`config.mk`:
```
export PLATFORM = sky130hd
export DESIGN_NAME = io_perf_monitor_flat
export DESIGN_NICKNAME = d
export VERILOG_FILES = /design/src/rtl/periphery_pkg.sv /design/src/rtl/io_perf_monitor_if.sv /design/src/rtl/perf_popcount.sv /design/src/rtl/io_perf_monitor.sv /design/src/flat_wrapper.sv
export SDC_FILE = /design/constraint.sdc
export NUM_CORES = 1
export LEC_CHECK = 0
export BUFFER_PORTS_ARGS = -buffer_cell sky130_fd_sc_hd__buf_2
export CAP_MARGIN = 10
export CORE_AREA = 2 2 275 277
export CTS_BUF_LIST = sky130_fd_sc_hd__clkbuf_8
export CTS_CLUSTER_DIAMETER = 50
export CTS_CLUSTER_SIZE = 40
export DETAILED_ROUTE_END_ITERATION = 7
export DIE_AREA = 0 0 277 279
export RECOVER_POWER = 25
export SLEW_MARGIN = 10
export SYNTH_ARGS = -nofsm -noshare
export SYNTH_HDL_FRONTEND = slang
export SYNTH_SLANG_ARGS = --single-unit
export TNS_END_PERCENT = 30
```
`constraint.sdc`:
```
create_clock -name clk -period 9.8 [get_ports clk]
set_input_delay 0.98 -clock clk [delete_from_list [all_inputs] [get_ports clk]]
set_output_delay 0.98 -clock clk [all_outputs]
set_load 0.02 [all_outputs]
```
`src/rtl/periphery_pkg.sv`:
```
// Shared periphery definitions: perf-monitor command/state encodings, readout word map and
// channel indices.
package periphery_pkg;

  typedef enum logic [2:0] {
    PERF_OP_NOP   = 3'd0,
    PERF_OP_START = 3'd1,
    PERF_OP_STOP  = 3'd2,
    PERF_OP_CLEAR = 3'd3,
    PERF_OP_READ  = 3'd4
  } perf_op_e;

  typedef enum logic [1:0] {
    PERF_IDLE = 2'd0,
    PERF_RUN  = 2'd1,
    PERF_DONE = 2'd2
  } perf_state_e;

  // Counter slots double as readout word indices 0..4.
  localparam int unsigned PERF_WORD_REQ    = 0;
  localparam int unsigned PERF_WORD_GNT    = 1;
  localparam int unsigned PERF_WORD_STALL  = 2;
  localparam int unsigned PERF_WORD_AGG    = 3;
  localparam int unsigned PERF_WORD_CYC    = 4;
  localparam int unsigned PERF_WORD_STATUS = 5;
  localparam int unsigned PERF_WORD_RAW    = 6;
  localparam int unsigned PERF_N_CNT       = 5;

  localparam int unsigned PERF_CH_GLOBAL_RD    = 0;
  localparam int unsigned PERF_CH_GLOBAL_WR    = 1;
  localparam int unsigned PERF_CH_INSTR_STREAM = 2;
  localparam int unsigned PERF_CH_LD_STREAM    = 3;
  localparam int unsigned PERF_CH_ST_STREAM    = 4;

endpackage

```
`src/rtl/io_perf_monitor_if.sv`:
```
// Command, sampled req/gnt vectors and readout bundle of the IO performance monitor.
interface io_perf_monitor_if
  import periphery_pkg::*;
#(
  parameter int unsigned N_PE   = 64,
  parameter int unsigned N_CH   = 5,
  parameter int unsigned DATA_L = 32,
  parameter int unsigned WIN_L  = 16
) ();
  localparam int unsigned CH_W = (N_CH > 1) ? $clog2(N_CH) : 1;
  localparam int unsigned PE_W = (N_PE > 1) ? $clog2(N_PE) : 1;

  logic                         cmd_vld;
  perf_op_e                     cmd_op;
  logic [CH_W-1:0]              cmd_ch;
  logic [PE_W-1:0]              cmd_pe;
  logic [WIN_L-1:0]             cmd_win;
  logic [7:0]                   cmd_word;
  logic [N_CH-1:0][N_PE-1:0]    req;
  logic [N_CH-1:0][N_PE-1:0]    gnt;
  logic [DATA_L-1:0]            out;
  logic                         out_vld;
  logic                         busy;
  logic                         done;

  modport master (
    output cmd_vld, cmd_op, cmd_ch, cmd_pe, cmd_win, cmd_word, req, gnt,
    input  out, out_vld, busy, done
  );

  modport slave (
    input  cmd_vld, cmd_op, cmd_ch, cmd_pe, cmd_win, cmd_word, req, gnt,
    output out, out_vld, busy, done
  );

endinterface

```
`src/rtl/perf_popcount.sv`:
```
// Combinational population count of an N-bit vector.
module perf_popcount #(
  parameter int unsigned N  = 64,
  parameter int unsigned CW = $clog2(N) + 1
) (
  input  logic [N-1:0]  vec,
  output logic [CW-1:0] cnt
);

  always_comb begin
    cnt = '0;
    for (int unsigned i = 0; i < N; i++) begin
      cnt = cnt + CW'(vec[i]);
    end
  end

endmodule

```
`src/rtl/io_perf_monitor.sv`:
```
// Windowed req/gnt event counters for one selected channel/PE with registered word readout.
// Build option: IO_PERF_MONITOR_SATURATE_EN makes counters saturate instead of wrapping.
module io_perf_monitor
  import periphery_pkg::*;
#(
  parameter int unsigned N_PE   = 64,
  parameter int unsigned N_CH   = 5,
  parameter int unsigned DATA_L = 32,
  parameter int unsigned CNT_L  = 32,
  parameter int unsigned WIN_L  = 16
) (
  input logic              clk,
  input logic              rst,
  io_perf_monitor_if.slave bus
);

  localparam int unsigned CH_W  = (N_CH > 1) ? $clog2(N_CH) : 1;
  localparam int unsigned PE_W  = (N_PE > 1) ? $clog2(N_PE) : 1;
  localparam int unsigned PC_W  = $clog2(N_PE) + 1;
  localparam int unsigned N_RAW = N_PE / DATA_L;

  perf_state_e                          state_q, state_d;
  logic [CH_W-1:0]                      ch_q, ch_d;
  logic [PE_W-1:0]                      pe_q, pe_d;
  logic [WIN_L-1:0]                     win_q, win_d;
  logic [WIN_L-1:0]                     win_cnt_q, win_cnt_d;
  logic [PERF_N_CNT-1:0][CNT_L-1:0]     cnt_q, cnt_d, cnt_upd;
  logic [PERF_N_CNT-1:0]                ovf_q, ovf_d, carry;
  logic [PERF_N_CNT-1:0][PC_W-1:0]      inc;
  logic [DATA_L-1:0]                    out_q, rd_data;
  logic                                 out_vld_q;

  logic cmd_start, cmd_stop, cmd_clear, cmd_read;
  assign cmd_start = bus.cmd_vld && (bus.cmd_op == PERF_OP_START);
  assign cmd_stop  = bus.cmd_vld && (bus.cmd_op == PERF_OP_STOP);
  assign cmd_clear = bus.cmd_vld && (bus.cmd_op == PERF_OP_CLEAR);
  assign cmd_read  = bus.cmd_vld && (bus.cmd_op == PERF_OP_READ);

  logic [N_PE-1:0] req_vec, gnt_vec;
  logic            req_bit, gnt_bit;
  logic [PC_W-1:0] gnt_pop;

  assign req_vec = bus.req[ch_q];
  assign gnt_vec = bus.gnt[ch_q];
  assign req_bit = req_vec[pe_q];
  assign gnt_bit = gnt_vec[pe_q];

  perf_popcount #(
    .N  (N_PE),
    .CW (PC_W)
  ) u_popcount (
    .vec (gnt_vec),
    .cnt (gnt_pop)
  );

  always_comb begin
    inc                  = '0;
    inc[PERF_WORD_REQ]   = PC_W'(req_bit);
    inc[PERF_WORD_GNT]   = PC_W'(gnt_bit);
    inc[PERF_WORD_STALL] = PC_W'(req_bit & ~gnt_bit);
    inc[PERF_WORD_AGG]   = gnt_pop;
    inc[PERF_WORD_CYC]   = PC_W'(1);
  end

  // One extra sum bit captures the carry-out that feeds the sticky overflow flag.
  for (genvar i = 0; i < PERF_N_CNT; i++) begin : g_cnt
    logic [CNT_L:0] sum;
    assign sum      = {1'b0, cnt_q[i]} + (CNT_L+1)'(inc[i]);
    assign carry[i] = sum[CNT_L];
`ifdef IO_PERF_MONITOR_SATURATE_EN
    assign cnt_upd[i] = sum[CNT_L] ? {CNT_L{1'b1}} : sum[CNT_L-1:0];
`else
    assign cnt_upd[i] = sum[CNT_L-1:0];
`endif
  end

  always_comb begin
    state_d   = state_q;
    ch_d      = ch_q;
    pe_d      = pe_q;
    win_d     = win_q;
    win_cnt_d = win_cnt_q;
    cnt_d     = cnt_q;
    ovf_d     = ovf_q;
    unique case (state_q)
      PERF_IDLE, PERF_DONE: begin
        if (cmd_start) begin
          state_d   = PERF_RUN;
          ch_d      = bus.cmd_ch;
          pe_d      = bus.cmd_pe;
          win_d     = bus.cmd_win;
          win_cnt_d = '0;
          cnt_d     = '0;
          ovf_d     = '0;
        end
      end
      PERF_RUN: begin
        if (cmd_stop) begin
          state_d = PERF_DONE;
        end else begin
          cnt_d     = cnt_upd;
          ovf_d     = ovf_q | carry;
          win_cnt_d = win_cnt_q + WIN_L'(1);
          if ((win_q != '0) && (win_cnt_q == win_q - WIN_L'(1))) begin
            state_d = PERF_DONE;
          end
        end
      end
      default: state_d = PERF_IDLE;
    endcase
    if (cmd_clear) begin
      state_d   = PERF_IDLE;
      win_cnt_d = '0;
      cnt_d     = '0;
      ovf_d     = '0;
    end
  end

  // Readout reflects this cycle's update so a READ during RUN sees the live count.
  always_comb begin
    rd_data = '0;
    for (int unsigned i = 0; i < PERF_N_CNT; i++) begin
      if (32'(bus.cmd_word) == i) rd_data = DATA_L'(cnt_d[i]);
    end
    if (32'(bus.cmd_word) == PERF_WORD_STATUS) rd_data = DATA_L'({ovf_d, state_d});
    for (int unsigned k = 0; k < N_RAW; k++) begin
      if (32'(bus.cmd_word) == PERF_WORD_RAW + k) rd_data = req_vec[k*DATA_L +: DATA_L];
    end
  end

  always_ff @(posedge clk or negedge rst) begin
    if (!rst) begin
      state_q   <= PERF_IDLE;
      ch_q      <= '0;
      pe_q      <= '0;
      win_q     <= '0;
      win_cnt_q <= '0;
      cnt_q     <= '0;
      ovf_q     <= '0;
      out_q     <= '0;
      out_vld_q <= 1'b0;
    end else begin
      state_q   <= state_d;
      ch_q      <= ch_d;
      pe_q      <= pe_d;
      win_q     <= win_d;
      win_cnt_q <= win_cnt_d;
      cnt_q     <= cnt_d;
      ovf_q     <= ovf_d;
      out_vld_q <= cmd_read;
      if (cmd_read) out_q <= rd_data;
    end
  end

  assign bus.out     = out_q;
  assign bus.out_vld = out_vld_q;
  assign bus.busy    = (state_q == PERF_RUN);
  assign bus.done    = (state_q == PERF_DONE);

endmodule

```
`src/flat_wrapper.sv`:
```
// flat-port wrapper written by rule: the top's interface ports become plain ports
module io_perf_monitor_flat import periphery_pkg::*;
#(
  parameter int unsigned N_PE   = 64,
  parameter int unsigned N_CH   = 5,
  parameter int unsigned DATA_L = 32,
  parameter int unsigned CNT_L  = 32,
  parameter int unsigned WIN_L  = 16
)
  (clk, rst, bus_cmd_vld, bus_cmd_op, bus_cmd_ch, bus_cmd_pe, bus_cmd_win, bus_cmd_word, bus_req, bus_gnt, bus_out, bus_out_vld, bus_busy, bus_done);
  io_perf_monitor_if #(.N_PE(N_PE), .N_CH(N_CH), .DATA_L(DATA_L), .WIN_L(WIN_L)) bus_i ();
  input logic clk;
  input logic rst;
  input wire logic [$bits(bus_i.cmd_vld)-1:0] bus_cmd_vld;
  input wire logic [$bits(bus_i.cmd_op)-1:0] bus_cmd_op;
  input wire logic [$bits(bus_i.cmd_ch)-1:0] bus_cmd_ch;
  input wire logic [$bits(bus_i.cmd_pe)-1:0] bus_cmd_pe;
  input wire logic [$bits(bus_i.cmd_win)-1:0] bus_cmd_win;
  input wire logic [$bits(bus_i.cmd_word)-1:0] bus_cmd_word;
  input wire logic [$bits(bus_i.req)-1:0] bus_req;
  input wire logic [$bits(bus_i.gnt)-1:0] bus_gnt;
  output wire logic [$bits(bus_i.out)-1:0] bus_out;
  output wire logic [$bits(bus_i.out_vld)-1:0] bus_out_vld;
  output wire logic [$bits(bus_i.busy)-1:0] bus_busy;
  output wire logic [$bits(bus_i.done)-1:0] bus_done;
  assign bus_i.cmd_vld = bus_cmd_vld;
  assign bus_i.cmd_op = bus_cmd_op;
  assign bus_i.cmd_ch = bus_cmd_ch;
  assign bus_i.cmd_pe = bus_cmd_pe;
  assign bus_i.cmd_win = bus_cmd_win;
  assign bus_i.cmd_word = bus_cmd_word;
  assign bus_i.req = bus_req;
  assign bus_i.gnt = bus_gnt;
  assign bus_out = bus_i.out;
  assign bus_out_vld = bus_i.out_vld;
  assign bus_busy = bus_i.busy;
  assign bus_done = bus_i.done;
  io_perf_monitor #(.N_PE(N_PE), .N_CH(N_CH), .DATA_L(DATA_L), .CNT_L(CNT_L), .WIN_L(WIN_L)) u_core (.clk(clk), .rst(rst), .bus(bus_i));
endmodule
```
==> results.json, run 1 <==
{
  "die_w_um": 277,
  "drtIter0Drc": 3438,
  "htreeDepth": 2,
  "cts_tree": "done",
  "rows": 100,
  "route.detailed.drc": 0,
  "netlist-cell-type-count": 90,
  "fillers": 7676,
  "path_max_fanout": 25,
  "hpwl_um": 110000,
  "endpoint_kind": "flop",
  "multi_input_area_um2": 16300,
  "ant_nets": 0,
  "cp.required_ps": 10360,
  "ys_warn_count": 0,
  "yosys_register_bits": 241,
  "die_area_um2": 77300,
  "tightestPinTransition_ps": 6870,
  "cts_resized": 0,
  "place_worst_setup_slack_ps": 724,
  "antenna_found_initial": 43,
  "grt_max_degree": 122,
  "io_buffers": 713,
  "overflow": 0,
  "synth_top_area_share_pct": 25.4,
  "max-cap-violations": 3,
  "num_io_pins": 714,
  "dieHeight_um": 279,
  "syn-num-nets": 3612,
  "fin_tns_setup_ps": 0,
  "wl_um": 138000,
  "synth_edf_count": 0,
  "grt_pass1_vias": 25436,
  "wire_per_inst_um": 31.1,
  "cp_num_buf_inv": 8,
  "syn_inst": 2841,
  "post_route_cells_drive_above_1_share_pct": 28.1,
  "postCtsHoldBufs": 0,
  "slew_violations": 208,
  "synth_ff_type": "dfrtp_1",
  "cts_num_sinks": 241,
  "finalHoldViolCount": 0,
  "ys_seq_area_share_pct": 25.4,
  "clock.fmax_ghz": 0.109,
  "failed_checks": "capacitance limit, slew limit",
  "hold_path_depth": 2,
  "synthTopCellsByArea": "dfrtp_1 25%, mux2i_1 12%, o21ai_0 7.2%",
  "register_area_um2": 6040,
  "cts_made_buffers": 36,
  "hold_ws_ps": 504,
  "slowest_stage": "dfrtp_4",
  "synth_area_um2": 23700,
  "timing.critical_path.mode_cell": "fa_1",
  "cts_buffer_depth": 3,
  "slew-limit-headroom_pct": -358,
  "clock_skew_ps": 54.5,
  "start_util_pct": 32.1,
  "rsz0062_at_grt": "false",
  "cp-start-kind": "flop",
  "path_delay_family": "adder cells",
  "via_per_inst": 6.18,
  "grt_pass1_wl_um": 191000,
  "area_growth_pct": 22.1,
  "arrival_ps": 9710,
  "first_pass_iters": 6,
  "gp_congestion": 1.05,
  "path_class": "reg -> reg",
  "globalRouteTotalUtil_pct": 34.3,
  "coreArea_um2": 74100,
  "yosysTopAreaCell": "dfrtp_1",
  "cp_slowest_stage_delay_ps": 700,
  "cts_root_buffer": "clkbuf_8",
  "period_share_pct": 93.4,
  "clk_pin_slew_ps": 80,
  "synthArstFlopShare_pct": 100,
  "num_vias": 27504,
  "status": "complete, but fails checks",
  "post-route-min-period_ps": 9160,
  "fin_util_pct": 39.1,
  "avgSynthCellArea_um2": 8.36,
  "clk_latency_ps": 640,
  "reg2reg_depth": 29,
  "layout.nets": 4212,
  "hp-class": "reg -> reg",
  "post-cts-setup-buffers": 0,
  "fin_ws_ps": 644,
  "cp_num_cells": 29,
  "setup_viol": 0
}
-- cells in the mapped netlist (15+ instances only) --
| cell | count |
|---|---|
| dfrtp_1 | 241 |
| and4_1 | 15 |
| nor2_1 | 149 |
| and3_1 | 48 |
| o21ai_0 | 343 |
| o2bb2ai_1 | 127 |
| nand4_1 | 62 |
| nand3_1 | 117 |
| nand2b_1 | 16 |
| mux2i_1 | 281 |
| a211oi_1 | 17 |
| or3_1 | 23 |
| o31ai_1 | 18 |
| nand2_1 | 276 |
| o211ai_1 | 22 |
| buf_4 | 27 |
| ha_1 | 36 |
| a31oi_1 | 46 |
| nor3_1 | 42 |
| nor4_1 | 23 |
| a22oi_1 | 35 |
| clkbuf_1 | 130 |
| xnor2_1 | 25 |
| a21oi_1 | 144 |
| buf_2 | 46 |
| inv_1 | 88 |
| and2_1 | 36 |
| mux2_2 | 29 |
| fa_1 | 56 |
| xor2_1 | 20 |
| mux4_2 | 35 |
| buf_1 | 18 |
-- layer usage --
metal	part of all wire, %	up-vias	track usage (%)	wire length [um]
met5	0.14	-	1.06	194
met4	6.3	28	19.1	8660
met3	13	357	12.6	17900
met2	43	1897	51.5	59600
met1	38	13300	42.4	52000
li1	-	11922	-	-
-- cells by family (layout without fill, tap and decap cells) --
family	after synthesis	in the layout	synth area share, %
AOI/OAI and AO/OA	914	914	24.9
and+or+nand+nor	885	885	18.9
muxes	345	345	16.5
buffers and inverters	319	944	6.01
DFF	241	241	25.4
adders and majority gates	92	92	6.62
xor gates and xnor gates	45	45	1.66
other	0	17	0
-- worst min-delay path, delay by kind of cell (launching register included) --
kind               cells  cell delay (ps)
DFF                    1              360
AOI/OAI and AO/OA      1               60
and+or+nand+nor        1               50
-- layout make-up --
cell class / instances / share of cell area (%)
clock inverter: 23 / 0.798
multi-input combinational: 2281 / 56.4
tap: 969 / 4.18
antenna: 17 / 0.147
clock buffer: 40 / 1.90
timing repair buffer: 792 / 14.6
sequential: 241 / 20.8
inverter: 89 / 1.15
-- sequential cells by signal (all words and copies together) (netlist names) --
register            flops
u_core.bus.out         32
u_core.bus.out_vld      1
u_core.win_cnt_q       16
u_core.ovf_q            5
u_core.cnt_q          160
u_core.ch_q             3
u_core.pe_q             6
u_core.state_q          2
u_core.win_q           16
-- final timing paths --
check	from	endpoint	slack, ps
worst max register to register	u_core.ch_q[2]	u_core.bus.out[5]	640
worst min register to register	u_core.bus.out[2]	u_core.bus.out[2]	500
worst min-delay path	u_core.bus.out[2]	u_core.bus.out[2]	500
worst max-delay path	u_core.ch_q[2]	u_core.bus.out[5]	640
max in group asynchronous	rst	u_core.ch_q[2]	2090
min in group asynchronous	rst	u_core.cnt_q[147]	2950
-- metrics by stage --
step,std cells,instance area (um^2)
finish,4452,29000
global route,4448,29000
CTS,4434,29000
detailed placement,4371,28200
global placement,4371,28200
floorplan,2841,23700
-- layout by cell type, fill, tap and decap left out, types with 40 or more instances in the layout --
cell	netlist	routed
dfrtp_1	241	236
mux2i_1	281	280
a31oi_1	46	46
nor3_1	42	42
nand2_1	276	275
nor2_1	149	141
buf_4	27	71
fa_1	56	56
a21oi_1	144	144
buf_2	46	711
clkbuf_8	0	40
nand4_1	62	62
inv_1	88	90
and3_1	48	47
o2bb2ai_1	127	127
o21ai_0	343	343
nand3_1	117	117
Power of run 1 is not shown: default switching activity piles up to over one toggle a cycle in this logic, so the estimate is an artifact.
==> run 2: changes to the inputs <==
--- a/config.mk
+++ b/config.mk
@@ -7,12 +7,12 @@
 export LEC_CHECK = 0
 export BUFFER_PORTS_ARGS = -buffer_cell sky130_fd_sc_hd__buf_2
 export CAP_MARGIN = 10
-export CORE_AREA = 2 2 275 277
+export CORE_AREA = 2 2 278 280
 export CTS_BUF_LIST = sky130_fd_sc_hd__clkbuf_8
 export CTS_CLUSTER_DIAMETER = 50
 export CTS_CLUSTER_SIZE = 40
 export DETAILED_ROUTE_END_ITERATION = 7
-export DIE_AREA = 0 0 277 279
+export DIE_AREA = 0 0 280 282
 export RECOVER_POWER = 25
 export SLEW_MARGIN = 10
 export SYNTH_ARGS = -nofsm -noshare
==> results.json, run 2 (synthesis gave the netlist of run 1 again) <==
{
  "status": "complete, but fails checks",
  "failed_checks": "capacitance limit, slew limit",
  "die_w_um": 280,
  "max-cap-violations": 3,
  "cp_slowest_stage_delay_ps": 820,
  "fin_cells": 4460,
  "fin_tns_setup_ps": 0,
  "grt_pass1_vias": 25314,
  "timing.critical_path.mode_cell": "fa_1",
  "arrival_ps": 9820,
  "fin_util_pct": 38.4,
  "largest_reg_flops": 160,
  "min_from": "u_core.pe_q[1]",
  "rows": 101,
  "slew_violations": 182,
  "start_util_pct": 31.4,
  "postCtsHoldBufs": 0,
  "post-cts-setup-buffers": 0,
  "cp-start-kind": "flop",
  "route.detailed.drc": 0,
  "dpl_cell_area_um2": 28200,
  "hpwl_um": 109000,
  "fillers": 7923,
  "path_max_fanout": 44,
  "regMostFlops": "u_core.cnt_q",
  "rsz0062_at_grt": "false",
  "globalRouteTotalUtil_pct": 33.4,
  "multi_input_area_um2": 16400,
  "tightestPinTransition_ps": 4040,
  "die_area_um2": 79000,
  "clock_skew_ps": 40.9,
  "num_vias": 27447,
  "via_per_inst": 6.15,
  "cts_resized": 0,
  "post-route-min-period_ps": 9320,
  "layout.nets": 4212,
  "path_class": "reg -> reg",
  "wire_per_inst_um": 30.9,
  "hold_path_depth": 2,
  "num_io_pins": 714,
  "final_cell_mix": "712 x buf_2, 342 x o21ai_0, 278 x mux2i_1",
  "setup_viol": 0,
  "cts_root_buffer": "clkbuf_8",
  "slowest_stage": "nor2b_4",
  "finalHoldViolCount": 0,
  "cp_num_buf_inv": 6,
  "register_area_um2": 6040,
  "r2r-start": "u_core.ch_q[2]",
  "wl_um": 138000,
  "htreeDepth": 2,
  "grt_pass1_wl_um": 188000,
  "overflow": 0,
  "first_pass_iters": 8,
  "cts_made_buffers": 36,
  "slew-limit-headroom_pct": -169,
  "dieHeight_um": 282,
  "finalInstanceArea_um2": 29000,
  "antenna_found_initial": 33,
  "drtIter0Drc": 3399,
  "r2r_slack_ps": 480,
  "clk_latency_ps": 620,
  "ant_nets": 0,
  "coreArea_um2": 75700,
  "cts_buffer_depth": 3,
  "cts_tree": "done",
  "grt_max_degree": 87,
  "period_share_pct": 95.1,
  "path_delay_family": "adder cells",
  "min_to": "u_core.pe_q[1]",
  "io_buffers": 713,
  "layout_commonest_cell": "buf_2",
  "clock.fmax_ghz": 0.107,
  "gp_congestion": 1.04,
  "reg2reg_depth": 26,
  "clk_pin_slew_ps": 90,
  "endpoint_kind": "flop",
  "area_growth_pct": 22.3,
  "hp-class": "reg -> reg",
  "cts_num_sinks": 241,
  "cp.required_ps": 10290,
  "post_route_cells_drive_above_1_share_pct": 28.2,
  "placed_cells": 4381,
  "worstReg2RegEnd": "u_core.bus.out[18]"
}
==> run 2: cell count changes in the layout (fill, tap and decap cells not counted), moves of 3 or more <==
| cell | change |
|---|---|
| buf_4 | +3 |
| clkinvlp_4 | +3 |
| buf_12 | -3 |
| clkinv_2 | -3 |
| diode_2 | -3 |
==> run 2: how the worst max path moves through the flow <==
stage	startpoint	to	slack [ps]	cells after the start
2_1_floorplan	u_core.ch_q[1]	u_core.bus.out[18]	1310	27
3_3_place_gp	bus_gnt[311]	u_core.bus.out[18]	630	26
3_5_place_dp	u_core.ch_q[2]	u_core.bus.out[18]	590	26
4_1_cts	u_core.ch_q[2]	u_core.bus.out[18]	520	26
5_1_grt	u_core.ch_q[2]	u_core.bus.out[18]	50	27
6_report	u_core.ch_q[2]	u_core.bus.out[18]	480	26
==> run 2: final cells by class <==
type                    count  area share (%)
multi-input cells        2281            56.4
diodes                     14           0.121
repair buffers            792            14.4
clock inverters            23           0.914
clock buffers              42            1.99
inverters                  89            1.15
well taps                 978            4.22
flip-flops and latches    241            20.8
==> run 2: routing by layer <==
layer	share of wire (%)	global-route usage, %
met1	37	40.3
met2	43	49.5
met3	14	14.6
met4	6.3	18.4
met5	0.13	1.16
==> run 2: stage by stage <==
step	hold slack, ps	setup WS (ps)
global route	527	54.1
global placement	467	631
floorplan	450	1310
CTS	353	521
detailed placement	473	590
finish	494	476
==> run 2: worst reg2reg max path: cells and delay by family (launching register included) <==
kind,cells,cell delay [ps]
AO/OA/AOI/OAI,5,1420
XOR/XNOR,1,200
adder cells (fa/ha/maj),9,4080
buffers and inverters,6,1080
flip-flops,1,520
AND/OR/NAND/NOR,5,1890
Power of run 2 is left out for the same reason.
